## config.mk

```make
export PLATFORM = sky130hd
export DESIGN_NAME = vga_sync_flat
export DESIGN_NICKNAME = d
export VERILOG_FILES = /design/src/rtl/vga_pkg.sv /design/src/rtl/vga_sync_if.sv /design/src/rtl/pix_tick_gen.sv /design/src/rtl/vga_sync.sv /design/src/flat_wrapper.sv
export SDC_FILE = /design/constraint.sdc
export NUM_CORES = 1
export LEC_CHECK = 0
export CORE_ASPECT_RATIO = 0.7
export CORE_UTILIZATION = 65
export CTS_BUF_LIST = sky130_fd_sc_hd__clkbuf_2
export CTS_CLUSTER_DIAMETER = 50
export DETAILED_ROUTE_END_ITERATION = 10
export DONT_BUFFER_PORTS = 1
export PLACE_DENSITY = 0.79
export SLEW_MARGIN = 20
export SYNTH_ARGS = -nofsm -noshare
export SYNTH_HDL_FRONTEND = slang
export SYNTH_HIERARCHICAL = 1
export SYNTH_SLANG_ARGS = --single-unit
```

## constraint.sdc

```tcl
create_clock -name clk -period 3.8 [get_ports clk]
set_input_delay 0.76 -clock clk [delete_from_list [all_inputs] [get_ports clk]]
set_output_delay 0.76 -clock clk [all_outputs]
set_load 0.05 [all_outputs]
```

## src/rtl/vga_pkg.sv

```systemverilog
// vga_pkg -- shared 640x480@60 timing constants and the timing record used
// by the sync generator.
//   coord_t       10-bit horizontal/vertical coordinate
//   vga_timing_t  totals, sync widths and visible-window bounds of one mode
//   VGA_640X480   the standard mode built from the constants below
//   in_span()     inclusive range test used by the window decode
package vga_pkg;

  localparam int H_TOTAL     = 800;
  localparam int H_SYNC      = 96;
  localparam int H_VIS_START = 144;
  localparam int H_VIS_END   = 783;
  localparam int V_TOTAL     = 521;
  localparam int V_SYNC      = 2;
  localparam int V_VIS_START = 31;
  localparam int V_VIS_END   = 510;

  typedef logic [9:0] coord_t;

  typedef struct packed {
    coord_t h_total;
    coord_t h_sync;
    coord_t h_vis_start;
    coord_t h_vis_end;
    coord_t v_total;
    coord_t v_sync;
    coord_t v_vis_start;
    coord_t v_vis_end;
  } vga_timing_t;

  localparam vga_timing_t VGA_640X480 = '{
    h_total:     coord_t'(H_TOTAL),
    h_sync:      coord_t'(H_SYNC),
    h_vis_start: coord_t'(H_VIS_START),
    h_vis_end:   coord_t'(H_VIS_END),
    v_total:     coord_t'(V_TOTAL),
    v_sync:      coord_t'(V_SYNC),
    v_vis_start: coord_t'(V_VIS_START),
    v_vis_end:   coord_t'(V_VIS_END)
  };

  function automatic logic in_span(coord_t x, coord_t lo, coord_t hi);
    return (x >= lo) && (x <= hi);
  endfunction

endpackage

```

## src/rtl/vga_sync_if.sv

```systemverilog
// vga_sync_if -- timing stream produced by vga_sync.
//   pix_en      pixel-advance strobe
//   h_count     horizontal position
//   v_count     vertical line
//   hsync/vsync active-low sync pulses
//   video_on    visible-window flag
//   frame_start one-clk pulse on wrap to (0,0)
//   anim_tick   one-clk pulse every FRAMES_PER_TICK frames
//   anim_level  square wave toggling on each anim_tick
// Handshake: there is no valid/ready pair. The stream is free-running and
// cannot be stalled; pix_en is the only qualifier, and every other signal is
// stable for the whole pixel it describes.
interface vga_sync_if;
  import vga_pkg::*;

  logic   pix_en;
  coord_t h_count;
  coord_t v_count;
  logic   hsync;
  logic   vsync;
  logic   video_on;
  logic   frame_start;
  logic   anim_tick;
  logic   anim_level;

  modport master (
    output pix_en, h_count, v_count, hsync, vsync, video_on,
           frame_start, anim_tick, anim_level
  );

  modport slave (
    input pix_en, h_count, v_count, hsync, vsync, video_on,
          frame_start, anim_tick, anim_level
  );
endinterface

```

## src/rtl/pix_tick_gen.sv

```systemverilog
// pix_tick_gen -- divides clk down to a one-clk pixel strobe.
//   clk     system clock
//   rst_n   asynchronous active-low reset
//   pix_en  high in the clk where the divider sits at CLK_DIV-1
module pix_tick_gen #(
  parameter int CLK_DIV = 2
) (
  input  logic clk,
  input  logic rst_n,
  output logic pix_en
);

  localparam logic [3:0] DIV_LAST = 4'(CLK_DIV - 1);

  logic [3:0] div_q;
  logic       at_last;

  assign at_last = (div_q == DIV_LAST);

  always_ff @(posedge clk or negedge rst_n) begin
    if (!rst_n) begin
      div_q <= '0;
    end else if (at_last) begin
      div_q <= '0;
    end else begin
      div_q <= div_q + 4'd1;
    end
  end

  // With CLK_DIV=1 the divider is always at its last value, so the strobe
  // is gated by reset to keep it low while rst_n is asserted.
  assign pix_en = rst_n & at_last;

endmodule

```

## src/rtl/vga_sync.sv

```systemverilog
// vga_sync -- VGA timing generator with frame-rate animation tick.
//   clk    system clock
//   rst_n  asynchronous active-low reset
//   vga    vga_sync_if.master: pix_en, h_count, v_count, hsync, vsync,
//          video_on, frame_start, anim_tick, anim_level
// TIMING defaults to 640x480; it only exists so a reduced mode can be built.
module vga_sync
  import vga_pkg::*;
#(
  parameter int          CLK_DIV         = 2,
  parameter int          FRAMES_PER_TICK = 60,
  parameter vga_timing_t TIMING          = VGA_640X480
) (
  input  logic        clk,
  input  logic        rst_n,
  vga_sync_if.master  vga
);

  localparam coord_t     H_LAST     = TIMING.h_total - 10'd1;
  localparam coord_t     V_LAST     = TIMING.v_total - 10'd1;
  localparam logic [7:0] FRAME_LAST = 8'(FRAMES_PER_TICK - 1);

  logic       pix_en;
  coord_t     h_q, v_q;
  coord_t     h_next, v_next;
  logic       h_wrap, v_wrap;
  logic       hsync_q, vsync_q, video_on_q;
  logic       frame_start_q, anim_tick_q, anim_level_q;
  logic [7:0] frame_q;

  pix_tick_gen #(.CLK_DIV(CLK_DIV)) u_pix_tick (
    .clk    (clk),
    .rst_n  (rst_n),
    .pix_en (pix_en)
  );

  // Next-count values; the decoded outputs are registered from these so
  // they line up with h_q/v_q in the same cycle.
  always_comb begin
    h_wrap = pix_en && (h_q == H_LAST);
    v_wrap = h_wrap && (v_q == V_LAST);
    h_next = h_q;
    v_next = v_q;
    if (pix_en) begin
      h_next = h_wrap ? '0 : h_q + 10'd1;
    end
    if (h_wrap) begin
      v_next = v_wrap ? '0 : v_q + 10'd1;
    end
  end

  always_ff @(posedge clk or negedge rst_n) begin
    if (!rst_n) begin
      h_q           <= '0;
      v_q           <= '0;
      hsync_q       <= 1'b0;
      vsync_q       <= 1'b0;
      video_on_q    <= 1'b0;
      frame_start_q <= 1'b0;
      anim_tick_q   <= 1'b0;
      anim_level_q  <= 1'b0;
      frame_q       <= '0;
    end else begin
      h_q           <= h_next;
      v_q           <= v_next;
      hsync_q       <= (h_next >= TIMING.h_sync);
      vsync_q       <= (v_next >= TIMING.v_sync);
      video_on_q    <= in_span(h_next, TIMING.h_vis_start, TIMING.h_vis_end) &&
                       in_span(v_next, TIMING.v_vis_start, TIMING.v_vis_end);
      // The frame pulse and anim tick are registered together so a tick
      // always coincides with the frame_start that caused it.
      frame_start_q <= v_wrap;
      anim_tick_q   <= v_wrap && (frame_q == FRAME_LAST);
      if (v_wrap) begin
        if (frame_q == FRAME_LAST) begin
          frame_q      <= '0;
          anim_level_q <= ~anim_level_q;
        end else begin
          frame_q <= frame_q + 8'd1;
        end
      end
    end
  end

  assign vga.pix_en      = pix_en;
  assign vga.h_count     = h_q;
  assign vga.v_count     = v_q;
  assign vga.hsync       = hsync_q;
  assign vga.vsync       = vsync_q;
  assign vga.video_on    = video_on_q;
  assign vga.frame_start = frame_start_q;
  assign vga.anim_tick   = anim_tick_q;
  assign vga.anim_level  = anim_level_q;

endmodule

```

## src/flat_wrapper.sv

```systemverilog
// flat-port wrapper written by rule: the top's interface ports become plain ports
module vga_sync_flat import vga_pkg::*;
#(
  parameter int          CLK_DIV         = 2,
  parameter int          FRAMES_PER_TICK = 60,
  parameter vga_timing_t TIMING          = VGA_640X480
)
  (clk, rst_n, vga_pix_en, vga_h_count, vga_v_count, vga_hsync, vga_vsync, vga_video_on, vga_frame_start, vga_anim_tick, vga_anim_level);
  vga_sync_if vga_i ();
  input  logic clk;
  input  logic rst_n;
  output wire logic [$bits(vga_i.pix_en)-1:0] vga_pix_en;
  output wire logic [$bits(vga_i.h_count)-1:0] vga_h_count;
  output wire logic [$bits(vga_i.v_count)-1:0] vga_v_count;
  output wire logic [$bits(vga_i.hsync)-1:0] vga_hsync;
  output wire logic [$bits(vga_i.vsync)-1:0] vga_vsync;
  output wire logic [$bits(vga_i.video_on)-1:0] vga_video_on;
  output wire logic [$bits(vga_i.frame_start)-1:0] vga_frame_start;
  output wire logic [$bits(vga_i.anim_tick)-1:0] vga_anim_tick;
  output wire logic [$bits(vga_i.anim_level)-1:0] vga_anim_level;
  assign vga_pix_en = vga_i.pix_en;
  assign vga_h_count = vga_i.h_count;
  assign vga_v_count = vga_i.v_count;
  assign vga_hsync = vga_i.hsync;
  assign vga_vsync = vga_i.vsync;
  assign vga_video_on = vga_i.video_on;
  assign vga_frame_start = vga_i.frame_start;
  assign vga_anim_tick = vga_i.anim_tick;
  assign vga_anim_level = vga_i.anim_level;
  vga_sync #(.CLK_DIV(CLK_DIV), .FRAMES_PER_TICK(FRAMES_PER_TICK), .TIMING(TIMING)) u_core (.clk(clk), .rst_n(rst_n), .vga(vga_i));
endmodule
```

== After elaboration in Yosys (flattened, before gate mapping) ==
Index checks and enable logic that the tools add are counted.
Storage, ports and cells
  register bits: 38
  bits of input ports: 2
Cells by class
  mux-type cells: 6
  order comparisons: 6
  $add $sub $neg: 4
  equal/unequal tests: 4
  reductions and logical operators: 7
  bitwise operators: 2
Operators with widths (count)
  $mux 10: 4
  $add 10x1->10 const B: 2
  $eq 10x10->1 const B: 2
  $ge 10x2->1 const B: 1
  $ge 10x5->1 const B: 1
  $ge 10x7->1 const B: 1
  $ge 10x8->1 const B: 1
  $le 10x10->1 const B: 1
  $le 10x9->1 const B: 1
  $add 8x1->8 const B: 1
  $eq 8x6->1 const B: 1
  $mux 8: 1
  $logic_and 1x1->1: 6
  $add 4x1->4 const B: 1
  $eq 4x1->1 const B: 1
  $mux 4: 1
  $reduce_and 2->1: 1
  $and 1x1->1: 1
  $not 1->1: 1

== Depth between registers and ports, before layout ==
  word-level depth: 9
  depth in mapped cells: 11
  gate-level depth less buffers: 8

== Modules after synthesis ==
The synthesis kept the hierarchy.
By module, submodules not included
  vga_sync: area each 1880.6 um2, cells each 189, instances 1
  pix_tick_gen: area each 167.7 um2, cells each 14, instances 1

== Worst setup path after synthesis ==
No wires, ideal clock.
  path type: input to register
  start point: in rst_n
  end point: reg u_core.video_on_q, in the netlist u_core/vga.video_on
  slack: 115 ps
  stages on the path: 9
  required time: 3678 ps
  arrival: 3563 ps
  cell sequence: nor4b_2 -> buf_2 -> and4_1 -> buf_2 -> nand3_1 -> o2bb2ai_1 -> or2_2 -> o32a_1 -> a2111oi_1
On the way
  longest elaborated chain between the ends: 8
  elaborated cells on any way between the ends: 14
  those cells by class: order compare (4); mux (4); bitwise (1); reduce/logical (5)
RTL lines
  start: declaration: line flat_wrapper.sv:11  | input logic rst_n;
  $and 1x1->1 (*): line pix_tick_gen.sv:32  | assign pix_en = rst_n & at_last;
  $logic_and 1x1->1: line vga_sync.sv:40  | h_wrap = pix_en && (h_q == H_LAST);
  $logic_and 1x1->1: line vga_sync.sv:41  | v_wrap = h_wrap && (v_q == V_LAST);
  $mux 10: line vga_sync.sv:48  | v_next = v_wrap ? '0 : v_q + 10'd1;
  $mux 10: line vga_sync.sv:47  | if (h_wrap) begin
  $ge 10x5->1 / $le 10x9->1 (equally long branches): line vga_pkg.sv:43  | return (x >= lo) && (x <= hi);
  $logic_and 1x1->1: line vga_pkg.sv:43
  $logic_and 1x1->1 (*): line vga_sync.sv:68  | video_on_q <= in_span(h_next, TIMING.h_vis_start, TIMING.h_vis_end) &&
  end signal: assignment: line vga_sync.sv:68
  end: declaration: line vga_sync.sv:27  | logic hsync_q, vsync_q, video_on_q;
Every way passes the cells marked *; elsewhere a longest branch is shown, timed or not.
A chain may end at the register's enable or synchronous reset.

== Final worst setup path ==
  start point: reg u_core.h_q[0], in the netlist u_core/vga.h_count[0]
  end point: reg u_core.video_on_q, in the netlist u_core/vga.video_on
On the way
  longest elaborated chain between the ends: 8
  elaborated cells on any way between the ends: 15
  those cells by class: add/sub (1); order compare (4); eq/ne (1); mux (4); reduce/logical (5)
RTL lines
  start: declaration: line vga_sync.sv:24  | coord_t h_q, v_q;
  start signal: assignment: line vga_sync.sv:64  | h_q <= h_next;
  branches (longest 7 deep; another with $add 10x1->10)
  $logic_and 1x1->1 (*): line vga_sync.sv:68
Mark *: on every way between the ends.

==> metrics.txt <==
outcome finished clean; Compound-Gate Fraction of Synth Area 11.1%; CTS buffer count 5; Worst Skew 0.0254 ns; most common cell in the netlist dfrtp_1; Synth Cell Area 2050 sq um; Final Worst Setup Slack 0.590 ns; Die Area 3380 sq um; share of cells above drive strength 1 11.5%; final hold violation count 0; first-pass GRT wire length 6980 microns; RSZ-0062 raised after global routing no; core footprint 2900 sq um; Fillers 201; cell area after layout 2170 sq um; CTS resizes 0; Cell variety after synth 51; FF+latch area 951 sq um; XOR/XNOR Fraction of Synth Area 8.55%; Synth top area share 46.4%; FMAX 311 MHz; GR Util All Layers 26.4%; Area contributors post-synth dfrtp_1 (46%), xnor2_1 (5.1%), nand3_1 (3.7%); sequential-to-total area share from yosys stat 46.4%; Hold WS 0.523 ns; clock slew at reported path FFs 0.19 ns; ys async rst share 100%; CP startpoint kind flip-flop; Pins Over Slew Limit 0; Tot Pwr 0.903 mW; non-filler cells, final 244; dpl hpwl 2930 microns; crit end category flip-flop; largest net degree at the start of global routing 21; simple-gate share of the synthesized area 26.1%; IO Port Bufs 0; Max-Cap Viols 0; most frequent cells after synthesis dfrtp_1 (38), nand3_1 (15), nor2_1 (14); TNS Setup 0 ns; via count of the routed design 1581; Routed WL 4110 microns; post-route ant nets 0; n_diodes 0; DR DRC count 0; routed len/inst 16.8 microns; Synth area leader dfrtp_1; Mapped Nets 209; Post-Synth Adder-Cell Area 2.44%; worst-path maximum fanout 14; routability cong. 1.00; 1st-iter DRT viols 215; maximum VDD drop 0.000324 V; mux contribution to synthesized area 1.65%; Tmin final 3.21 ns; Final period util 84.5%; maximum clock insertion buffer count 2; Worst Tran Pin Value 0.868 ns; Leakage 0.956 nW; Final nets 213; Final setup viols 0; critical path type flip-flop to flip-flop; initial antenna violation count 0; placed cell area 2080 sq um; Place WS 0.645 ns; vias in the first global route 1451; power density over the cells 417 nW/um^2; Hold WC Path Type flip-flop to flip-flop; H-tree levels 2; drt pass-1 iters 5; Core Util, Final 74.7%; register bit total from synthesis 38; Post-synth EDFFs 0; Area Growth Syn to Fin 5.80%; Ports 29; die height 49.0 microns; Synth warnings 6; CP arrival 3.49 ns; Congestion Overflow GR 0; area occupied by multi-input gates 1030 sq um; # rows 16; Root Driver clkbuf_2; largest family of logic cells by synthesized area simple AND/OR/NAND/NOR gates; Slew HR 41.9%; Starting Density 70.6%; Avg Cell Area, Syn 10.1 sq um; Placed Cells 234; main flop type after synthesis dfrtp_1; Die Width 69.1 microns; Skew-Pair Late Insertion Delay 0.40 ns; Post-Synthesis Cells 203; DR vias/cell 6.48; clock sinks 38; Req. time, crit path 4.08 ns; TritonCTS clock tree built
-- where the power goes --
part,internal (mW),switching (mW),total (mW)
clock,0.109,0.137,0.246
combinational,0.0438,0.0797,0.124
sequential,0.426,0.108,0.533
total,0.579,0.325,0.903
-- final cells by class --
cell class,instances,area share (%)
clock inverter,3,1.85
tap,36,2.08
inverter,9,1.56
clock buffer,5,1.15
timing repair buffer,5,1.96
sequential,38,43.9
multi-input combinational,148,47.5
-- placed cells by master (no fill, tap or decap), types with 2 or more instances in the layout --
| master | count |
|---|---|
| nor3_1 | 5 |
| xnor2_1 | 12 |
| nand2_1 | 12 |
| nor4_1 | 3 |
| xor2_1 | 8 |
| a31oi_1 | 2 |
| nor4b_1 | 2 |
| o32a_1 | 3 |
| dlygate4sd3_1 | 2 |
| buf_4 | 3 |
| clkbuf_2 | 5 |
| nor3b_1 | 2 |
| nand2b_1 | 3 |
| a2bb2oi_1 | 2 |
| inv_1 | 9 |
| and2_1 | 2 |
| clkinv_2 | 2 |
| dfrtp_1 | 38 |
| nand4_1 | 11 |
| nor2_1 | 14 |
| mux2_2 | 3 |
| or2_2 | 2 |
| and3_1 | 5 |
| ha_1 | 4 |
| a21oi_1 | 4 |
| nand3_1 | 15 |
| o21ai_0 | 9 |
-- cell families (layout without fill, tap and decap cells) --
group,after synthesis,after routing
AOI/OAI and AO/OA,32,32
xor gates and xnor gates,20,20
adders and majority gates,4,4
and+or+nand+nor,89,89
muxes,3,3
DFF,38,38
buffers and inverters,17,22
-- metal layers --
layer / share of wire, % / track usage (%) / up-vias / routed length (microns)
met5: 0 / 0 / - / 0
met4: 0.73 / 7.14 / 0 / 30
met3: 9.7 / 9.09 / 5 / 399
met2: 43 / 37.7 / 86 / 1760
met1: 47 / 38.3 / 741 / 1920
li1: - / - / 749 / -
-- path summary, 6_finish.rpt --
check,startpoint,to,slack [ns],depth (start not counted)
worst max-delay path,u_core/vga.h_count[0],u_core/vga.video_on,0.59,7
min in group asynchronous,rst_n,u_core/vga.h_count[7],0.88,1
worst max register to register,u_core/vga.h_count[0],u_core/vga.video_on,0.59,7
worst min-delay path,u_core/u_pix_tick/div_q[0],u_core/u_pix_tick/div_q[0],0.52,1
max in group asynchronous,rst_n,u_core/frame_q[6],2.38,1
worst min register to register,u_core/u_pix_tick/div_q[0],u_core/u_pix_tick/div_q[0],0.52,1
-- what timing repair did --
action / 4_1_cts / 5_1_grt
hold buffers: 1 / 1
endpoints found under the hold margin: 20 / 18
buffers inserted: 0 / 0
-- registers in the layout, summed over array words and instances (netlist names) --
name / cells
u_core/frame_q: 8
u_core/u_pix_tick/div_q: 4
u_core/vga.anim_level: 1
u_core/vga.anim_tick: 1
u_core/vga.frame_start: 1
u_core/vga.h_count: 10
u_core/vga.hsync: 1
u_core/vga.v_count: 10
u_core/vga.video_on: 1
u_core/vga.vsync: 1
-- critical path, stage by stage (launching register included) --
cell and delay [ns]:
dfrtp_1 0.76, ha_1 0.54, nand4_1 0.24, nor4_1 0.66, and3b_1 0.28, nor2_1 0.07
and4_4 0.20, a2111oi_1 0.37
No activity file was read; power rests on OpenSTA's default activity.
